**src/rtl/led_trace_capture.sv**
```systemverilog
// led_trace_capture: records every change of a status bus into a first-word fall-through FIFO
// drained over valid/ready. Define TRACE_TIMESTAMP_EN to store a cycle timestamp with each record.
module led_trace_capture #(
    parameter int WIDTH    = 6,
    parameter int DEPTH    = 16,
    parameter int TS_WIDTH = 16,
    parameter bit INVERT   = 1'b1
) (
    input  logic                    CLK,
    input  logic                    RESET,
    input  logic [WIDTH-1:0]        SAMPLE,
    input  logic                    ENABLE,
    output logic                    OUT_VALID,
    input  logic                    OUT_READY,
    output logic [WIDTH-1:0]        OUT_DATA,
    output logic [TS_WIDTH-1:0]     OUT_TS,
    output logic [$clog2(DEPTH):0]  COUNT,
    output logic                    OVERFLOW,
    output logic [7:0]              DROPS,
    input  logic                    CLEAR_OVF
);

    localparam int AW = $clog2(DEPTH);
    localparam int PW = AW + 1;
`ifdef TRACE_TIMESTAMP_EN
    localparam int EW = WIDTH + TS_WIDTH;
`else
    localparam int EW = WIDTH;
`endif

    logic [WIDTH-1:0] prev_q, prev_d;
    logic [PW-1:0]    wr_ptr_q, wr_ptr_d;
    logic [PW-1:0]    rd_ptr_q, rd_ptr_d;
    logic             overflow_q, overflow_d;
    logic [7:0]       drops_q, drops_d;
    logic [EW-1:0]    mem_q [DEPTH];

    logic [WIDTH-1:0] rec_value;
    logic [EW-1:0]    wr_entry;
    logic [EW-1:0]    head;
    logic             empty, full;
    logic             change, do_pop, do_push, do_drop;

    // Wrap bit distinguishes full from empty when the index bits match.
    assign empty = (wr_ptr_q == rd_ptr_q);
    assign full  = (wr_ptr_q[AW] != rd_ptr_q[AW]) && (wr_ptr_q[AW-1:0] == rd_ptr_q[AW-1:0]);
    assign head  = mem_q[rd_ptr_q[AW-1:0]];

    assign rec_value = INVERT ? ~SAMPLE : SAMPLE;

`ifdef TRACE_TIMESTAMP_EN
    logic [TS_WIDTH-1:0] ts_q, ts_d;

    always_comb begin
        ts_d = ts_q + TS_WIDTH'(1);
    end

    always_ff @(posedge CLK) begin
        if (RESET) begin
            ts_q <= '0;
        end else begin
            ts_q <= ts_d;
        end
    end

    assign wr_entry = {rec_value, ts_q};
    assign OUT_DATA = head[EW-1:TS_WIDTH];
    assign OUT_TS   = head[TS_WIDTH-1:0];
`else
    assign wr_entry = rec_value;
    assign OUT_DATA = head;
    assign OUT_TS   = '0;
`endif

    always_comb begin
        change     = !RESET && ENABLE && (SAMPLE != prev_q);
        do_pop     = !RESET && !empty && OUT_READY;
        // A full FIFO still accepts a record when the head leaves on the same edge.
        do_push    = change && (!full || do_pop);
        do_drop    = change && full && !do_pop;

        prev_d     = SAMPLE;
        wr_ptr_d   = do_push ? wr_ptr_q + PW'(1) : wr_ptr_q;
        rd_ptr_d   = do_pop  ? rd_ptr_q + PW'(1) : rd_ptr_q;

        overflow_d = overflow_q;
        drops_d    = drops_q;
        if (do_drop) begin
            overflow_d = 1'b1;
            if (CLEAR_OVF) begin
                drops_d = 8'd1;
            end else if (drops_q != 8'hff) begin
                drops_d = drops_q + 8'd1;
            end
        end else if (CLEAR_OVF) begin
            overflow_d = 1'b0;
            drops_d    = 8'd0;
        end
    end

    // NOTE: state registers use non-blocking assignments so every flop samples pre-edge values.
    always_ff @(posedge CLK) begin
        if (RESET) begin
            prev_q     <= '0;
            wr_ptr_q   <= '0;
            rd_ptr_q   <= '0;
            overflow_q <= 1'b0;
            drops_q    <= 8'd0;
        end else begin
            prev_q     <= prev_d;
            wr_ptr_q   <= wr_ptr_d;
            rd_ptr_q   <= rd_ptr_d;
            overflow_q <= overflow_d;
            drops_q    <= drops_d;
        end
    end

    // NOTE: storage is not reset; the pointers alone define which entries are meaningful.
    always_ff @(posedge CLK) begin
        if (do_push) begin
            mem_q[wr_ptr_q[AW-1:0]] <= wr_entry;
        end
    end

    assign COUNT     = wr_ptr_q - rd_ptr_q;
    assign OUT_VALID = !empty;
    assign OVERFLOW  = overflow_q;
    assign DROPS     = drops_q;

endmodule
```
**config.mk**
```make
export PLATFORM = sky130hd
export DESIGN_NAME = led_trace_capture
export DESIGN_NICKNAME = d
export VERILOG_FILES = /design/src/rtl/led_trace_capture.sv
export SDC_FILE = /design/constraint.sdc
export NUM_CORES = 1
export LEC_CHECK = 0
export BUFFER_PORTS_ARGS = -buffer_cell sky130_fd_sc_hd__buf_2
export CORE_ASPECT_RATIO = 1.5
export CORE_MARGIN = 1.5
export CORE_UTILIZATION = 30
export DETAILED_ROUTE_END_ITERATION = 7
export SETUP_SLACK_MARGIN = 0.05
export SYNTH_ARGS = -nofsm -noshare
export SYNTH_HDL_FRONTEND = slang
export SYNTH_SLANG_ARGS = --single-unit
```
**constraint.sdc**
```tcl
create_clock -name CLK -period 2.55 [get_ports CLK]
set_input_delay 0.1275 -clock CLK [delete_from_list [all_inputs] [get_ports CLK]]
set_output_delay 0.1275 -clock CLK [all_outputs]
set_load 0.02 [all_outputs]
```
---- After elaboration in Yosys (flattened, before gate mapping) ----
Memory sizes are Yosys's and may differ from the RTL's. A register that Yosys moved wholly into a read port is not among the register bits.
Index checks and enable logic that the tools add are counted.
Widths: inputs -> output; s select.
word-level totals
  memories kept ........................... 1
  ROM bits ................................ 0
  word-level logic and storage cells ...... 42
  bits in latches ......................... 0
  input port bits ......................... 11
  flip-flop bits (word level) ............. 25
  bits in writable memories ............... 96
memory list
  memory  words  bits a word  read ports  clocked after memory_dff  wr ports  RTL line  source
  mem_q   16     6            1           1                         1         36        logic [EW-1:0] mem_q [DEPTH];
cells by class
  divide/modulo/power cells ............... 0
  multipliers ............................. 0
  $lt $le $gt $ge ......................... 0
  shift operators ......................... 0
  mux-type cells .......................... 10
  reductions and logical operators ........ 16
  eq/ne operators ......................... 5
  add/sub/neg operators ................... 4
  bitwise gates (word level) .............. 1
operators by type and width
  kind                 number
  $mux 8               4
  $add 5x1->5 const B  2
  $add 8x1->8 const B  1
  $logic_and 1x1->1    8
  $mux 4               2
  $ne 8x8->1 const B   1
  $ne 6x6->1           1
  $not 6->6            1
  $eq 5x5->1           1
  $sub 5x5->5          1
  $eq 4x4->1           1
  $logic_not 1->1      4
  $mux 1               4
  $reduce_bool 2->1    2
  $reduce_and 2->1     1
  $logic_or 1x1->1     1
  $ne 1x1->1           1

---- Logic depth before layout (Yosys ltp) ----
Gate-level depths: netlist (run 1).
  word-level depth ........................ 8
  depth in mapped cells ................... 9
  mapped depth without buffers ............ 7

---- Worst setup path after synthesis (run 1) ----
OpenSTA, ideal clock, no wires.
  kind .................................... reg-to-reg
  start point ............................. register wr_ptr_q[0]
  end point ............................... memory mem_q[3][0] (netlist bit), enable pin
  slack ................................... 0.201 ns
  library setup time ...................... 0.377 ns
  stages on the path, launching flop included .. 9
  data arrival time ....................... 1.972 ns
  path through ............................ dfxtp_1 > inv_1 > ha_1 > nand4_1 > o311ai_0 > a21oi_1 > clkbuf_1 > nand2_1 > nor3_1
on the way
  cells in the longest elaborated chain, start to end .. 8
RTL lines
  item                             RTL line  source
  start: declaration               32        logic [PW-1:0] wr_ptr_q, wr_ptr_d;
  start signal: assignment         111       wr_ptr_q <= wr_ptr_d;
  $eq 5x5->1                       45        assign empty = (wr_ptr_q == rd_ptr_q);
  $logic_not 1->1                  77        do_pop = !RESET && !empty && OUT_READY;
  $logic_and 1x1->1 (2 in series)  77
  $logic_or 1x1->1                 79        do_push = change && (!full || do_pop);
  $logic_and 1x1->1                79
  $mux 1                           120       if (do_push) begin
  $mux 1 (not written as such)     121       mem_q[wr_ptr_q[AW-1:0]] <= wr_entry;
  end: declaration                 36
Several ways; a longest one is shown, not always the timed one.

==> results of run 1 <==
[layout by cell type, fill, tap and decap left out, drive strengths merged, types with 3 or more instances in the layout]
master	synthesis	routed
a21o	3	3
a21oi	10	10
and3	15	15
buf	20	37
clkbuf	7	26
clkinv	0	4
conb	1	16
dfxtp	29	29
edfxtp	96	96
ha	10	10
inv	16	17
mux2i	5	5
mux4	30	30
nand2	16	16
nand3	3	3
nand4	6	6
nor2	18	18
nor3	3	3
o31ai	3	3
or3	4	4
xnor2	8	8
xor2	7	7
[metal layers]
metal  track usage [%]  up-vias
met3              2.90        8
met5                 0        -
met4              5.75        0
met1              12.2     1403
li1                  -     1314
met2              21.6       56
[state kept, by name, indices dropped and copies added, names as in the netlist, named ones only]
signal    cells
wr_ptr_q      5
mem_q        96
OVERFLOW      1
rd_ptr_q      5
DROPS         8
prev_q        6
[power breakdown]
group / leakage, nW / switching [W] / internal, W
logic: 0.830 / 0.000219 / 0.000146
registers: 1.10 / 0.0000136 / 0.00222
clock network: 0.292 / 0.000807 / 0.00153
total: 2.22 / 0.00104 / 0.00389
[cell families after synthesis]
kind of cell | share of synthesized area [%]
fa+ha+maj | 2.76
xor+xnor | 2.50
mux | 13.8
compound gates | 2.55
other cells | 0.0714
simple gates | 8.08
flops | 66.0
buf+inv | 4.27
[through the flow]
step	std cells	power, W	util [%]	setup WS, ps
finish	600	0.00493	35.9	171
global route	600	0.00508	35.9	62.2
CTS	600	0.00497	35.9	133
detailed placement	568	0.00264	32.6	213
global placement	568	0.00264	32.6	245
floorplan	345	0.00254	-	201
[worst paths after layout]
kind	slack [ps]	depth (start not counted)	to
min reg2reg	460	2	OVERFLOW
max	170	4	OUT_DATA[2]
max reg2reg	230	7	DROPS[3]
min	80	3	DROPS[4]
[cell type report]
class	count	area, sq um
inverters	16	60.1
repair buffers	37	213
clock inverters	6	55.1
flip-flops and latches	125	3460
well taps	213	267
fillers	1672	11100
multi-input cells	177	1620
clock buffers	26	532
[worst max-delay path, stage by stage, from the launching register on]
cell and delay, ps:
dfxtp_1 350, buf_12 230, mux4_2 580, mux4_2 490
buf_2 170
==> run metrics, run 1 <==
status finished clean; Worst Path Max Fanout 24; Overflow after GRT 0; first-pass GRT wire length 15800 um; Mapped Cells 330; syn_area_per_cell about 16 sq um; setup TNS 0 ps; ys flop type edfxtp_1; Synth cell types 40; worst hold slack 80.1 ps; share of cells above drive strength 1 24.8%; kind of critical path flip-flop to output pin; Worst EP arrival 2250 ps; initial antenna violation count 0; root buffer cell clkbuf_16; EDFF count, synth 96; Port-buffer cells 31; FP Rows 59; Skew-Pair Late Insertion Delay 410 ps; Seq/Total Area, Yosys 66.0%; # diodes 0; top-count cell post-synth edfxtp_1; Setup Fix Bufs, Post-CTS 0; Max clock buf depth 2; max-cap check violation count 0; clock-pin slew on the worst setup and hold paths 50 ps; max-slew violations 0; GPL Wtd Cong ~0.74; First DRT Iteration DRCs between 90 and 100; top cell type's share of synthesized area 54.9%; largest net degree at the start of global routing 25; Setup Skew 13.1 ps; Worst Tran Pin Value 685 ps; Max VDD drop 400 uV; TritonCTS Buffers 17; min-delay src CLEAR_OVF; CTS tree done; vias in the first global route 2938; Area after DPL 5620 sq um; DRC errors left 0; RSZ-0062 raised after global routing no; Synth area leaders edfxtp_1, mux4_2, dfxtp_1, ha_1, buf_4; die outline width 111 um; Slew HR a little over half; routed wl met2 5630 um; CP Data Required Time around 2400 ps; H-Tree Depth 4; I/O pins 48; Leak approximately 2.2 nW; met1 wire length 4060 um; CP Capture Type output pin; Final setup viols 0; DIE HEIGHT 165 um; R2R Path Start wr_ptr_q[0]; Final HPWL DP 7090 um; Hold Fails Final Rpt 0; Critical Path Start Type flip-flop; Final nets 396; Post-CTS Resized 0; Core ar. 17300 sq um; hold_buf cts 0; Highest Signal Layer met4; Post-Syn Area 5250 sq um; DR WL met3 roughly 270 um; Synth top cells by count edfxtp_1, mux4_2, dfxtp_1, nor2_1; gr usage total a little under an eighth; crit share post-route 93.3%; Starting Density just over 30%; Ys Warns 0; type of the tightest min-delay check input port to flip-flop; number of detailed-route iterations in the first pass 4; Power Dens Cells 794 nW/um^2; Synth area leader edfxtp_1; clk sink count 125; Area Overhead vs Synth 18.3%; Post-synth ARST share 0%; die area 18300 sq um; DR vias/cell 4.64; post-route antenna net violation count 0; #FFs+latches synth 125; min Tclk post-route around 2400 ps; WL/cell 16.9 um; Via Count 2781; fmax 0.420 GHz; fin area between 6000 and 7000 sq um; Post-Route WL 10100 um
(Power assumes the default switching activity.)
==> inputs of run 2 (changes only) <==
--- a/config.mk
+++ b/config.mk
@@ -5,10 +5,12 @@
 export SDC_FILE = /design/constraint.sdc
 export NUM_CORES = 1
 export LEC_CHECK = 0
+export ABC_AREA = 1
 export BUFFER_PORTS_ARGS = -buffer_cell sky130_fd_sc_hd__buf_2
 export CORE_ASPECT_RATIO = 1.5
 export CORE_MARGIN = 1.5
 export CORE_UTILIZATION = 30
+export CTS_BUF_LIST = sky130_fd_sc_hd__clkbuf_8
 export DETAILED_ROUTE_END_ITERATION = 7
 export SETUP_SLACK_MARGIN = 0.05
 export SYNTH_ARGS = -nofsm -noshare
==> run metrics, run 2 <==
Critical Path Start Type flip-flop; r2r setup slk 150 ps (-80 ps); Worst Path Max Fanout 9 (-63%); Final HPWL DP 8860 um (+25%); I/O pins 48 (unchanged); CP Data Required Time 2620 ps (+200 ps); multi-input combinational cell area 1880 sq um (+16%); Worst EP arrival 2470 ps (+220 ps); fin util 35.5% (-0.49 points); GPL Wtd Cong 0.956 (+29%); Max VDD drop 358 uV (-10%); Area Overhead vs Synth 15.7%; Post-synth ARST share 0% (unchanged); clock-pin slew on the worst setup and hold paths 70 ps (+20 ps); Leak 2.40 nW (+7.9%); top-count cell post-synth edfxtp_1; ys flop type edfxtp_1; DRC errors left 0 (unchanged); Ys Warns 0 (unchanged); first-pass GRT wire length 20100 um (+27%); Final setup viols 0 (unchanged); PnR worst setup slack 149 ps (-21.9 ps); Port-buffer cells 31 (unchanged); worst slack, placed 138 ps (-75.3 ps); reg2reg path depth 10 (+3); Mapped Cells 508 (+54%); top cell type's share of synthesized area 50.5% (-4.4 points); number of detailed-route iterations in the first pass 4 (unchanged); CP Capture Type flip-flop; CTS tree done; First DRT Iteration DRCs 239 (+150%); Synth area leaders edfxtp_1, dfxtp_1, mux2i_1, o21ai_0, inv_1; die area 19900 sq um (+8.5%); Overflow after GRT 0 (unchanged); commonest non-fill, non-tap cells in the layout edfxtp_1, inv_1, nand2_1; DIE HEIGHT 172 um (+4.2%); Starting Density 30.7% (+0.25 points); fmax 0.416 GHz (-0.91%); kind of critical path flip-flop to flip-flop; Slew HR 53.9% (-0.15 points); largest net degree at the start of global routing 25 (unchanged); most common cell after layout, fill and taps aside edfxtp_1; TritonCTS Buffers 17 (unchanged); post-route antenna net violation count 0 (unchanged); crit share post-route 94.2% (+0.86 points); type of the tightest min-delay check input port to flip-flop; min Tclk post-route 2400 ps (+21.9 ps); clk sink count 125 (unchanged); setup TNS 0 ps (unchanged); Synth cell types 43 (+7.5%); syn_area_per_cell 11.2 sq um (-29%); EDFF count, synth 96 (unchanged); RSZ-0062 raised after global routing yes; # diodes 0 (unchanged); Power Dens Cells 687 nW/um^2 (-13%); Core ar. 18600 sq um (+7.8%); Skew-Pair Late Insertion Delay 430 ps (+20 ps); filler instances 1860 (+11%); Max clock buf depth 2 (unchanged); DR vias/cell 4.62 (-0.25%); Worst Tran Pin Value 691 ps (+6.69 ps); gr usage total 13.6% (+2.0 points); Setup Skew 12.7 ps (-0.455 ps); Final nets 579 (+46%); Seq/Total Area, Yosys 60.7% (-5.3 points); FP Rows 61 (+3.4%); Largest register FFs 96 (unchanged); Setup Fix Bufs, Post-CTS 0 (unchanged); max-slew violations 0 (unchanged); status finished clean; sequential cell area 3470 sq um (+0.11%); initial antenna violation count 0 (unchanged); Via Count 3796 (+36%); #FFs+latches synth 125 (unchanged); Synth top cells by count edfxtp_1, inv_1, nand2_1, o21ai_0; Post-Route WL 12600 um (+24%); hold depth 4 (+1); Synth area leader edfxtp_1; share of cells above drive strength 1 20.0% (-4.8 points); root buffer cell clkbuf_8; Hold Fails Final Rpt 0 (unchanged); max-cap check violation count 0 (unchanged); H-Tree Depth 4 (unchanged); vias in the first global route 3959 (+35%); Post-Syn Area 5710 sq um (+8.7%); die outline width 116 um (+4.1%); WL/cell 15.3 um (-9.3%)
-- run 2: changes by cell type after synthesis, sizes merged, moves of 15 or more --
cell    change
a21oi      +32
and3       -15
inv        +42
mux2i      +19
mux4       -30
nand2      +43
nand3      +23
nor2       +24
o211ai     +24
o21ai      +41
-- run 2: worst max-delay path, cell delays in order, from the launching register on --
cell and delay (ps):
dfxtp_1 500, ha_1 350, nand2_2 120, nor2_4 50
nand2_4 70, nor2_8 60, inv_4 50, nand3_4 130
inv_6 120, nand2_1 170, nor2_1 420
-- run 2: stage by stage --
step	area [sq um]	hold WS [ps]	std cells	total power (W)
2_1_floorplan	5760	297	523	0.00261
3_3_place_gp	6160	462	790	0.00273
3_5_place_dp	6160	483	790	0.00274
4_1_cts	6590	16.0	821	0.00458
5_1_grt	6600	40.0	821	0.00472
6_report	6600	45.9	821	0.00454
-- run 2: area by class of cell --
class | instances | share of cell area [%]
Clock buffer | 17 | 3.54
Tap cell | 252 | 4.77
Timing Repair Buffer | 48 | 4.28
Inverter | 59 | 3.51
Clock inverter | 14 | 2.97
Sequential cell | 125 | 52.5
Multi-Input combinational cell | 306 | 28.4
-- run 2: metal layers --
| layer | vias to the layer above | global-route usage (%) | part of all wire, % |
|---|---|---|---|
| met5 | - | 0 | 0 |
| met4 | 0 | 7.10 | 2.8 |
| met3 | 28 | 2.45 | 3.9 |
| met2 | 118 | 25.2 | 55 |
| met1 | 1817 | 14.4 | 39 |
| li1 | 1833 | - | - |
-- run 2: cells by family after synthesis --
family,count (synthesis),share of synthesized area [%]
xor gates and xnor gates,6,0.921
adders and majority gates,11,2.54
muxes,24,4.21
DFF,125,60.7
buffers and inverters,92,7.65
and+or+nand+nor,139,12.8
other,1,0.0657
AOI/OAI and AO/OA,110,11.1
-- run 2: path summary, 6_finish.rpt --
| kind | start | to |
|---|---|---|
| worst min register to register | OVERFLOW | OVERFLOW |
| worst min-delay path | CLEAR_OVF | DROPS[1] |
| worst max-delay path | wr_ptr_q[2] | mem_q[9][4] |
| worst max register to register | wr_ptr_q[2] | mem_q[9][4] |
-- run 2: what timing repair did --
action,4_1_cts,5_1_grt
hold buffers,0,0
endpoints found under the setup margin,0,48
gates resized for setup,0,6
-- run 2: report_power, final --
group | internal, W | switching, W
combinational | 0.000147 | 0.000311
sequential | 0.00221 | 0.0000238
clock | 0.00106 | 0.000784
==> inputs of run 3 (changes only) <==
==> constraint.sdc (replaced) <==
create_clock -name CLK -period 3.1 [get_ports CLK]
set_input_delay 0.155 -clock CLK [delete_from_list [all_inputs] [get_ports CLK]]
set_output_delay 0.155 -clock CLK [all_outputs]
set_load 0.02 [all_outputs]
==> run metrics, run 3 (synthesized netlist as in run 2, its figures left out) <==
fin area 6470 sq um (-2.0%); Core ar. 18600 sq um (unchanged); I/O pins 48 (unchanged); clk sink count 125 (unchanged); commonest non-fill, non-tap cells in the layout edfxtp_1, inv_1, nand2_1; RSZ-0062 raised after global routing no; setup TNS 0 ps (unchanged); first-pass GRT wire length 19700 um (-2.1%); Starting Density 30.7% (unchanged); Via Count 3712 (-2.2%); Worst Path Max Fanout 9 (unchanged); Overflow after GRT 0 (unchanged); FP Rows 61 (unchanged); Area after DPL 6090 sq um (-1.1%); initial antenna violation count 0 (unchanged); max-slew violations 0 (unchanged); min Tclk post-route 2400 ps (-5.98 ps); Worst EP arrival 2470 ps (about the same); WL/cell 15.4 um (+0.74%); Setup Fix Bufs, Post-CTS 0 (unchanged); Worst Tran Pin Value 692 ps (+0.501 ps); H-Tree Depth 4 (unchanged); PnR worst setup slack 705 ps (+556 ps); GPL Wtd Cong 0.857 (-10%); number of detailed-route iterations in the first pass 4 (unchanged); Post-CTS Resized 0 (unchanged); First DRT Iteration DRCs 138 (-42%); Hold Fails Final Rpt 0 (unchanged); DR vias/cell 4.57 (-1.3%); worst hold slack 71.7 ps (+25.8 ps); CTS tree done; Slew HR 53.8% (about the same); CP Data Required Time 3170 ps (+550 ps); vias in the first global route 3802 (-4.0%); die outline width 116 um (unchanged); share of cells above drive strength 1 17.8% (-2.2 points); Critical Path Start Type flip-flop; Final HPWL DP 8970 um (+1.2%); largest net degree at the start of global routing 39 (+56%); # diodes 0 (unchanged); gr usage total 13.4% (-0.15 points); hold_buf cts 0 (unchanged); Setup Skew 12.0 ps (-0.656 ps); DIE HEIGHT 172 um (unchanged); kind of critical path flip-flop to flip-flop; Power Total 0.00355 W (-22%); Final nets 570 (-1.6%); filler instances 1862 (+0.11%); root buffer cell clkbuf_8; Final setup viols 0 (unchanged); Max clock buf depth 2 (unchanged); Port-buffer cells 31 (unchanged); Max VDD drop 274 uV (-23%); worst slack, placed 694 ps (+556 ps); status finished clean; post-route antenna net violation count 0 (unchanged); CP Capture Type flip-flop; TritonCTS Buffers 17 (unchanged); type of the tightest min-delay check input port to flip-flop; Leak 2.32 nW (-3.1%); Post-Route WL 12500 um (-0.24%); max-cap check violation count 0 (unchanged); Power Dens Cells 549 nW/um^2 (-20%); clock-pin slew on the worst setup and hold paths 70 ps (about the same); fmax 0.417 GHz (+0.25%); Area Overhead vs Synth 13.4%; most common cell after layout, fill and taps aside edfxtp_1; crit share post-route 77.3% (-17 points); Skew-Pair Late Insertion Delay 430 ps (about the same); DRC errors left 0 (unchanged); die area 19900 sq um (unchanged); Largest register FFs 96 (unchanged)
==> run 3: cell type report <==
type,instances,area (sq um),area share (%)
Sequential cell,125,3460,53.5
Timing Repair Buffer,39,215,3.32
Multi-Input combinational cell,306,1860,28.8
Clock inverter,15,148,2.28
Inverter,59,231,3.58
Tap cell,252,315,4.87
Clock buffer,17,234,3.61
==> run 3: worst max-delay path: stages, from the launching register on <==
cell and delay (ps):
dfxtp_1 400, inv_1 120, ha_1 300, inv_1 110, nor2_4 60, nand2_4 80
nor2_8 60, inv_4 50, nand3_4 120, inv_6 120, nand2_1 180, nor2_1 440
==> run 3: final timing paths <==
path | start | to | slack, ps | depth (start not counted)
worst max-delay path | wr_ptr_q[0] | mem_q[2][3] | 700 | 11
worst min-delay path | CLEAR_OVF | DROPS[1] | 70 | 4
worst max register to register | wr_ptr_q[0] | mem_q[2][3] | 700 | 11
worst min register to register | OVERFLOW | OVERFLOW | 480 | 2
==> run 3: power by group <==
part	switching [W]	leakage [nW]	total [W]	internal, W
Clock	0.000637	0.182	0.00135	0.000709
Sequential	0.0000143	1.10	0.00183	0.00182
Combinational	0.000257	1.04	0.000373	0.000116
==> run 3: per-stage QoR <==
step	utilization, %	std cells
floorplan	-	523
global placement	32.7	781
detailed placement	32.7	781
CTS	34.8	813
global route	34.8	813
finish	34.8	813
==> run 3: metal layers <==
| layer | wire length (um) | vias to the layer above | track usage [%] |
|---|---|---|---|
| li1 | - | 1822 | - |
| met1 | 4860 | 1778 | 13.9 |
| met2 | 7000 | 95 | 25.4 |
| met3 | 425 | 17 | 2.91 |
| met4 | 258 | 0 | 6.26 |
| met5 | 0 | - | 0 |
